### src/rtl/muldiv_iter.sv
// Iterative RV32M multiply/divide unit: a shift-add multiplier and a restoring
// divider share one {hi, lo} accumulator. Finishes in WIDTH+1 cycles; divide-by-zero takes one.
module muldiv_iter #(
    parameter int WIDTH = 32
) (
    input  logic             clk,
    input  logic             reset,
    input  logic             start,
    input  logic [2:0]       op,
    input  logic [WIDTH-1:0] a,
    input  logic [WIDTH-1:0] b,
    input  logic             kill,
    output logic             ready,
    output logic             done,
    output logic [WIDTH-1:0] result
);

    localparam int CW = $clog2(WIDTH + 1);

    localparam logic [2:0] OP_MUL    = 3'b000;
    localparam logic [2:0] OP_MULH   = 3'b001;
    localparam logic [2:0] OP_MULHSU = 3'b010;
    localparam logic [2:0] OP_MULHU  = 3'b011;
    localparam logic [2:0] OP_DIV    = 3'b100;
    localparam logic [2:0] OP_DIVU   = 3'b101;
    localparam logic [2:0] OP_REM    = 3'b110;
    localparam logic [2:0] OP_REMU   = 3'b111;

    typedef enum logic {
        IDLE,
        CALC
    } state_t;

    state_t           state;
    logic [CW-1:0]    count;
    logic [2:0]       op_reg;
    logic             neg_reg;
    logic [WIDTH-1:0] opnd_reg;
    logic [WIDTH-1:0] hi_reg;
    logic [WIDTH-1:0] lo_reg;

    // Operand decode at accept time
    logic             a_signed, b_signed, a_neg, b_neg, neg_in;
    logic [WIDTH-1:0] a_mag, b_mag;

    always_comb begin
        a_signed = (op == OP_MULH) || (op == OP_MULHSU) || (op == OP_DIV) || (op == OP_REM);
        b_signed = (op == OP_MULH) || (op == OP_DIV) || (op == OP_REM);
        a_neg    = a_signed && a[WIDTH-1];
        b_neg    = b_signed && b[WIDTH-1];
        a_mag    = a_neg ? -a : a;
        b_mag    = b_neg ? -b : b;
        // Remainder follows the dividend; everything else follows the product/quotient sign.
        neg_in   = (op == OP_REM) ? a_neg : (a_neg ^ b_neg);
    end

    // One datapath step of either algorithm
    logic [WIDTH:0]   mul_sum;
    logic [WIDTH:0]   div_diff;
    logic             div_ok;
    logic [WIDTH-1:0] hi_next, lo_next;
    logic [WIDTH-1:0] mulh_neg, fin_value;

    always_comb begin
        mul_sum  = {1'b0, hi_reg} + (lo_reg[0] ? {1'b0, opnd_reg} : {(WIDTH+1){1'b0}});
        div_diff = {hi_reg, lo_reg[WIDTH-1]} - {1'b0, opnd_reg};
        div_ok   = !div_diff[WIDTH];
        if (op_reg[2]) begin
            hi_next = div_ok ? div_diff[WIDTH-1:0] : {hi_reg[WIDTH-2:0], lo_reg[WIDTH-1]};
            lo_next = {lo_reg[WIDTH-2:0], div_ok};
        end else begin
            hi_next = mul_sum[WIDTH:1];
            lo_next = {mul_sum[0], lo_reg[WIDTH-1:1]};
        end

        // High half of -{hi, lo}: the carry into hi exists only when lo is zero.
        mulh_neg = ~hi_next + {{(WIDTH-1){1'b0}}, (lo_next == '0)};

        case (op_reg)
            OP_MUL:                       fin_value = lo_next;
            OP_MULH, OP_MULHSU, OP_MULHU: fin_value = neg_reg ? mulh_neg : hi_next;
            OP_DIV, OP_DIVU:              fin_value = neg_reg ? -lo_next : lo_next;
            default:                      fin_value = neg_reg ? -hi_next : hi_next;
        endcase
    end

    assign ready = (state == IDLE);

    always_ff @(posedge clk or negedge reset) begin
        if (!reset) begin
            state    <= IDLE;
            count    <= '0;
            op_reg   <= OP_MUL;
            neg_reg  <= 1'b0;
            opnd_reg <= '0;
            hi_reg   <= '0;
            lo_reg   <= '0;
            done     <= 1'b0;
            result   <= '0;
        end else begin
            done <= 1'b0;
            case (state)
                IDLE: begin
                    if (start && !kill) begin
                        if (op[2] && (b == '0)) begin
                            result <= op[1] ? a : '1;
                            done   <= 1'b1;
                        end else begin
                            op_reg   <= op;
                            neg_reg  <= neg_in;
                            // Divide keeps the divisor beside the accumulator, multiply the multiplicand.
                            opnd_reg <= op[2] ? b_mag : a_mag;
                            hi_reg   <= '0;
                            lo_reg   <= op[2] ? a_mag : b_mag;
                            count    <= CW'(WIDTH);
                            state    <= CALC;
                        end
                    end
                end
                CALC: begin
                    if (kill) begin
                        state <= IDLE;
                        count <= '0;
                    end else begin
                        hi_reg <= hi_next;
                        lo_reg <= lo_next;
                        count  <= count - CW'(1);
                        if (count == CW'(1)) begin
                            result <= fin_value;
                            done   <= 1'b1;
                            state  <= IDLE;
                        end
                    end
                end
                default: state <= IDLE;
            endcase
        end
    end

endmodule

### config.mk
export PLATFORM = sky130hd
export DESIGN_NAME = muldiv_iter
export DESIGN_NICKNAME = d
export VERILOG_FILES = /design/src/rtl/muldiv_iter.sv
export SDC_FILE = /design/constraint.sdc
export NUM_CORES = 1
export LEC_CHECK = 0
export BUFFER_PORTS_ARGS = -buffer_cell sky130_fd_sc_hd__buf_2
export CAP_MARGIN = 10
export CELL_PAD_IN_SITES_DETAIL_PLACEMENT = 0
export CELL_PAD_IN_SITES_GLOBAL_PLACEMENT = 1
export CORE_MARGIN = 2
export CORE_UTILIZATION = 50
export DETAILED_ROUTE_END_ITERATION = 12
export PLACE_DENSITY = 0.89
export SLEW_MARGIN = 20
export SYNTH_ARGS = -nofsm -noshare
export SYNTH_HDL_FRONTEND = slang
export SYNTH_SLANG_ARGS = --single-unit
### constraint.sdc
create_clock -name clk -period 19.9 [get_ports clk]
set_input_delay 3.98 -clock clk [delete_from_list [all_inputs] [get_ports clk]]
set_output_delay 3.98 -clock clk [all_outputs]
set_load 0.01 [all_outputs]
==> flow_metrics.py, run 1 <==
metrics = {
    "status": {
        "status": "completed",
    },
    "floorplan": {
        "die_w_um": 185,
        "die_h_um": 185,
        "core_mm2": 0.0324,
        "rows": 66,
        "die_area_mm2": 0.0342,
        "start_util": 0.506,
        "design.portCount": 105,
    },
    "timing": {
        "max_slew.worst_pin.slew_ns": 1.24,
        "relSlewSlack": 0.173,
        "skew_ns": 0.0116,
        "setup_viol": 0,
        "fmax_mhz": 130,
        "period_minus_slack_ns": 7.69,
        "period_share": 0.387,
        "drv_slew": 0,
        "rsz0062_at_grt": "no",
        "setup_tns_ns": 0,
        "hold_violations": 0,
        "setup_slack_ns": 12.21,
    },
    "clock_network": {
        "cts_tree": "done",
        "post_cts_buffers": 0,
        "htree_levels": 4,
        "clk_latency_ns": 0.45,
        "hold_buffers": 0,
        "cts_resized": 0,
        "cts.path.max_buffers": 2,
        "cts_buffers": 17,
        "root_buffer": "clkbuf_16",
        "path_clk_slew_ns": 0.07,
        "cts.sinks": 140,
    },
    "setup_path": {
        "path_class": "flip-flop to flip-flop",
        "worstPathArrival_ns": 8.08,
        "cp_common_cell": "ha_1",
        "crit_fanout": 12,
        "slowest_delay_ns": 0.48,
        "critPathRequiredTime_ns": 20.29,
        "crit_path_end_kind": "flip-flop",
        "worst_path_max_delay_cell": "or4b_1",
        "critPathLaunchType": "flip-flop",
    },
    "logic_synthesis": {
        "seq_area_frac_synth": 0.214,
        "async_flop_share": 1.00,
        "synthMuxAreaShare": 0.0298,
        "synthSimpleGateAreaFrac": 0.222,
        "ys_ff_latch": 140,
        "netlist_area_mm2": 0.0164,
        "synth_xor_xnor_area_share": 0.0995,
        "synth_compound_area_frac": 0.324,
        "synth_flop_cell": "dfrtp_1",
        "synth_edf_count": 0,
        "synth_top_family_by_area": "compound AO/OA/AOI/OAI gates",
        "syn_nets": 2411,
        "syn_avg_cell_area_um2": 7.22,
        "synthCells": 2266,
        "synth_fa_ha_area_frac": 0.0575,
        "synthDistinctLibCells": 96,
        "yosys_warnings": 0,
    },
    "placed_design": {
        "place.gp.congestion": 1.05,
        "place_area_mm2": 0.0171,
        "numPortBuffers": 104,
        "hpwl_mm": 52.9,
        "place_ws_ns": 12.38,
    },
    "global_route": {
        "grt_pass1_wl_mm": 102,
        "grt_max_degree": 97,
        "antenna_found_initial": 2,
        "grt_pass1_vias": 16900,
        "gr-total-overflow": 0,
        "grt.total_usage": 0.397,
    },
    "detailed_routing": {
        "vias": 18000,
        "first_iter_violations": 2306,
        "first_pass_iters": 5,
        "routed_wl_mm": 68.1,
        "wire_per_inst_um": 25.0,
        "routed_via_density": 6.61,
        "drc": 0,
        "ant_nets": 0,
    },
    "power_and_ir_drop": {
        "vdd_ir_drop_max_uv": 77.3,
        "fin_total_pwr_mw": 2.79,
        "p_leak_nw": 7.19,
        "p_per_area_mw_per_mm2": 158,
    },
    "final_layout": {
        "diodes": 0,
        "n_fill_cell": 3248,
        "syn_to_final_growth_pct": 8.04,
        "fin_area_mm2": 0.0177,
        "drive_above_1_share": 0.103,
        "fin_nets": 2414,
    },
    "worst_hold_path": {
        "hold_path_class": "flip-flop to flip-flop",
    },
    "job": {
        "maxCapViolations": 0,
    },
}
## layout by cell type (no fill, tap or decap), drive strengths merged, types with 11 or more instances in the layout
cell type  netlist  final
o41ai           15     15
buf             27    127
o21a            18     18
a22o            11     11
nor2b           29     29
or2             13     13
clkbuf         116     19
and3            12     12
mux2            22     22
mux2i           24     24
o211ai          25     25
or3             25     25
inv             72     78
o31ai           40     40
o21ai          225    225
a21oi          277    277
nand4           21     21
o22ai           14     14
a211oi          62     62
and2            41     41
nor2           210    210
nor4            16     16
nand2          228    228
dfrtp          140    140
a31oi           25     25
nand3           42     42
nand2b          22     22
ha              72     72
a21o            29     29
nor3            66     66
xnor2           95     95
xor2            91     91
## final timing paths
| kind | from | end | slack [ns] | cells after the start |
|---|---|---|---|---|
| max in group asynchronous | reset | op_reg[2]$_DFFE_PN0P_ | 14.81 | 2 |
| max | lo_reg[31]$_DFFE_PN0P_ | result[29]$_DFFE_PN0P_ | 12.21 | 26 |
| min | result[1]$_DFFE_PN0P_ | result[1]$_DFFE_PN0P_ | 0.49 | 2 |
| max reg2reg | lo_reg[31]$_DFFE_PN0P_ | result[29]$_DFFE_PN0P_ | 12.21 | 26 |
| min in group asynchronous | reset | hi_reg[29]$_DFFE_PN0P_ | 3.61 | 1 |
| min reg2reg | result[1]$_DFFE_PN0P_ | result[1]$_DFFE_PN0P_ | 0.49 | 2 |
## power by group
group / switching [mW] / total, mW / internal, mW
sequential: 0.152 / 0.530 / 0.379
clock: 0.147 / 0.342 / 0.194
combinational: 1.26 / 1.92 / 0.657
## critical path, delay by kind of cell, from the launching register on
| kind | cells | cell delay (ns) |
|---|---|---|
| AOI/OAI and AO/OA | 10 | 2.60 |
| adders and majority gates | 4 | 1.05 |
| DFF | 1 | 0.44 |
| buffers and inverters | 2 | 0.19 |
| xor gates and xnor gates | 1 | 0.13 |
| and+or+nand+nor | 9 | 3.20 |
## synthesized netlist by cell type, drive strengths merged (40+ instances only)
| master | count | area share |
|---|---|---|
| a21oi | 277 | 0.085 |
| nand2 | 228 | 0.052 |
| o21ai | 225 | 0.069 |
| nor2 | 210 | 0.049 |
| dfrtp | 140 | 0.21 |
| clkbuf | 116 | 0.027 |
| xnor2 | 95 | 0.051 |
| xor2 | 91 | 0.049 |
| ha | 72 | 0.055 |
| inv | 72 | 0.017 |
| nor3 | 66 | 0.021 |
| a211oi | 62 | 0.031 |
| nand3 | 42 | 0.013 |
| and2 | 41 | 0.016 |
| o31ai | 40 | 0.019 |
## layout make-up
cell class,instances,area [um2],area share
well taps,442,553,0.0313
flip-flops and latches,140,3510,0.198
clock inverters,13,154,0.00870
repair buffers,127,714,0.0404
multi-input cells,1908,12000,0.680
clock buffers,19,453,0.0256
inverters,75,282,0.0159
## through the flow
stage          std cells  utilization  hold WS [ns]
2_1_floorplan       2266            -         0.461
3_3_place_gp        2691        0.527         0.467
3_5_place_dp        2691        0.527         0.473
4_1_cts             2723        0.546         0.487
5_1_grt             2724        0.546         0.510
6_report            2724        0.546         0.487
## metal layers
layer	up-vias	share of wire	GRT usage
li1	8281	-	-
met1	8558	0.39	0.504
met2	927	0.44	0.610
met3	227	0.094	0.0875
met4	0	0.073	0.257
met5	-	0	0
## logic make-up (layout without fill, tap and decap cells)
family	count (synthesis)	in the layout
AO/OA/AOI/OAI	843	843
AND/OR/NAND/NOR	759	759
buffers and inverters	218	234
XOR/XNOR	186	186
flip-flops	140	140
adder cells (fa/ha/maj)	74	74
multiplexers	46	46
Note: power is estimated with default switching activity, not from simulation.
==> run 2: changes to the inputs <==
--- a/config.mk
+++ b/config.mk
@@ -5,14 +5,15 @@
 export SDC_FILE = /design/constraint.sdc
 export NUM_CORES = 1
 export LEC_CHECK = 0
+export ABC_AREA = 1
 export BUFFER_PORTS_ARGS = -buffer_cell sky130_fd_sc_hd__buf_2
 export CAP_MARGIN = 10
 export CELL_PAD_IN_SITES_DETAIL_PLACEMENT = 0
 export CELL_PAD_IN_SITES_GLOBAL_PLACEMENT = 1
 export CORE_MARGIN = 2
-export CORE_UTILIZATION = 50
+export CORE_UTILIZATION = 44
 export DETAILED_ROUTE_END_ITERATION = 12
-export PLACE_DENSITY = 0.89
+export PLACE_DENSITY = 0.84
 export SLEW_MARGIN = 20
 export SYNTH_ARGS = -nofsm -noshare
 export SYNTH_HDL_FRONTEND = slang
==> constraint.sdc (replaced) <==
create_clock -name clk -period 7.7 [get_ports clk]
set_input_delay 1.54 -clock clk [delete_from_list [all_inputs] [get_ports clk]]
set_output_delay 1.54 -clock clk [all_outputs]
set_load 0.01 [all_outputs]
==> run 2 against run 1 <==
  * Wire length rose by 26%
  * Sequential share of layout area shrank 1.4 points
  * Synthesized cell count increased by 34%
  * Critical endpoint is now result[23]$_DFFE_PN0P_
  * Critical path depth is 11 higher
  * Final cell count grew 32%
  * Largest cell class unchanged
  * Maximum frequency increased by 23%
  * Via count grew 19%
  * Utilization is 6.6 points lower
==> flow_metrics.py, run 2 <==
metrics = {
    "status": {
        "status": "completed",
    },
    "setup_path": {
        "slowest_delay_ns": 0.41,
        "worst_path_max_delay_cell": "fa_1",
        "worstPathArrival_ns": 6.64,
        "path_class": "flip-flop to flip-flop",
        "critPathLaunchType": "flip-flop",
        "ff2ff_setup_slack_ns": 1.46,
        "cp_common_cell": "nand2_1",
        "critPathRequiredTime_ns": 8.10,
        "crit_fanout": 14,
        "crit_path_end_kind": "flip-flop",
    },
    "logic_synthesis": {
        "syn_nets": 3172,
        "synthMuxAreaShare": 0,
        "netlist_top_cells_area": "dfrtp_1 (20%), nand2_1 (18%), inv_1 (8.9%)",
        "synth.top_cell.area_share": 0.200,
        "synthSimpleGateAreaFrac": 0.399,
        "synth_fa_ha_area_frac": 0.0536,
        "seq_area_frac_synth": 0.200,
        "synth_most_common_cell": "nand2_1",
        "netlist_area_mm2": 0.0176,
        "synth_edf_count": 0,
        "yosys_warnings": 0,
        "synth_top_family_by_area": "simple AND/OR/NAND/NOR gates",
        "synth_xor_xnor_area_share": 0.0419,
        "ys_ff_latch": 140,
        "synth_compound_area_frac": 0.185,
        "synth.top_cells.by_count": "nand2_1 (838), inv_1 (417), nor2_1 (323)",
        "synth_top_area_cell": "dfrtp_1",
        "syn_avg_cell_area_um2": 5.80,
        "synthCells": 3027,
        "synthDistinctLibCells": 53,
        "async_flop_share": 1.00,
        "synth_flop_cell": "dfrtp_1",
    },
    "final_layout": {
        "fin_area_mm2": 0.0190,
        "diodes": 0,
        "regArea_mm2": 0.00351,
        "n_fill_cell": 4307,
        "syn_to_final_growth_pct": 8.11,
        "drive_above_1_share": 0.0884,
        "multi_input_area_mm2": 0.0119,
        "final_cell_mix": "nand2_1 (838), inv_1 (417), nor2_1 (322)",
        "final_util": 0.480,
        "fin_nets": 3208,
        "layout_commonest_cell": "nand2_1",
    },
    "clock_network": {
        "path_clk_slew_ns": 0.07,
        "cts.path.max_buffers": 2,
        "hold_buffers": 0,
        "cts_buffers": 17,
        "htree_levels": 4,
        "root_buffer": "clkbuf_16",
        "cts_resized": 0,
        "clk_latency_ns": 0.48,
        "cts.sinks": 140,
        "post_cts_buffers": 0,
        "cts_tree": "done",
    },
    "timing": {
        "period_minus_slack_ns": 6.24,
        "fmax_mhz": 160,
        "rsz0062_at_grt": "no",
        "relSlewSlack": 0.289,
        "max_slew.worst_pin.slew_ns": 1.07,
        "skew_ns": 0.0227,
        "drv_slew": 0,
        "setup_tns_ns": 0,
        "setup_viol": 0,
        "hold_violations": 0,
        "period_share": 0.811,
    },
    "detailed_routing": {
        "vias": 21300,
        "first_pass_iters": 8,
        "wire_per_inst_um": 23.8,
        "ant_nets": 0,
        "routed_wl_mm": 85.8,
        "first_iter_violations": 2667,
        "drc": 0,
        "routed_via_density": 5.92,
    },
    "floorplan": {
        "core_mm2": 0.0395,
        "die_area_mm2": 0.0415,
        "design.portCount": 105,
        "start_util": 0.444,
        "die_w_um": 204,
        "die_h_um": 204,
        "rows": 73,
    },
    "placed_design": {
        "place_area_mm2": 0.0184,
        "numPortBuffers": 104,
        "hpwl_mm": 69.1,
        "place.gp.congestion": 1.07,
    },
    "global_route": {
        "grt_pass1_wl_mm": 126,
        "grt_max_degree": 92,
        "grt_pass1_vias": 19800,
        "grt.total_usage": 0.413,
        "gr-total-overflow": 0,
        "antenna_found_initial": 0,
    },
    "power_and_ir_drop": {
        "fin_total_pwr_mw": 8.47,
        "p_per_area_mw_per_mm2": 446,
        "p_leak_nw": 9.92,
        "vdd_ir_drop_max_uv": 200,
    },
    "job": {
        "maxCapViolations": 0,
    },
    "worst_hold_path": {
        "hold_path_class": "flip-flop to flip-flop",
    },
}
## run 2: layer usage
layer,vias to the layer above,track usage,wire [um],share of wire
met2,1174,0.643,37500,0.44
met4,0,0.305,7310,0.085
met5,-,0,0,0
li1,9897,-,-,-
met3,243,0.0719,7660,0.089
met1,10000,0.512,33300,0.39
## run 2: metrics by stage
stage                     setup WS (ns)  hold slack (ns)  std cells
after floorplan                    3.09            0.445       3027
after global placement             1.84            0.463       3569
after detailed placement           1.66            0.471       3569
after CTS                          1.61            0.482       3601
after global routing              0.818            0.519       3601
final                              1.46            0.485       3601
## run 2: area by class of cell
cell class,count,share of cell area
inverter,429,0.0848
tap,525,0.0346
clock buffer,20,0.0241
sequential,140,0.185
clock inverter,12,0.00732
timing repair buffer,124,0.0357
multi-input combinational,2351,0.629
## run 2: worst max-delay path: cells and delay by family (launching register included)
family / cells / cell delay (ns)
buffers and inverters: 4 / 0.41
DFF: 1 / 0.37
and+or+nand+nor: 28 / 4.19
adders and majority gates: 4 / 1.01
AOI/OAI and AO/OA: 1 / 0.16
## run 2: logic make-up (layout without fill, tap and decap cells)
kind of cell | after synthesis | count (layout)
XOR/XNOR | 84 | 84
AND/OR/NAND/NOR | 1617 | 1617
AO/OA/AOI/OAI | 576 | 576
adder cells (fa/ha/maj) | 74 | 74
flip-flops | 140 | 140
buffers and inverters | 536 | 585
## run 2: worst paths after layout
path / from / to / cells after the start
min: count[3]$_DFFE_PN0P_ / count[3]$_DFFE_PN0P_ / 1
min reg2reg: count[3]$_DFFE_PN0P_ / count[3]$_DFFE_PN0P_ / 1
max: lo_reg[31]$_DFFE_PN0P_ / result[23]$_DFFE_PN0P_ / 37
max in group asynchronous: reset / op_reg[2]$_DFFE_PN0P_ / 2
max reg2reg: lo_reg[31]$_DFFE_PN0P_ / result[23]$_DFFE_PN0P_ / 37
min in group asynchronous: reset / result[17]$_DFFE_PN0P_ / 1
## run 2: power by group
group	leakage [nW]	internal (mW)	total [mW]	switching, mW
Sequential	1.75	1.01	1.32	0.306
Combinational	7.89	1.72	6.26	4.53
Clock	0.279	0.497	0.900	0.403
Total	9.92	3.23	8.47	5.24
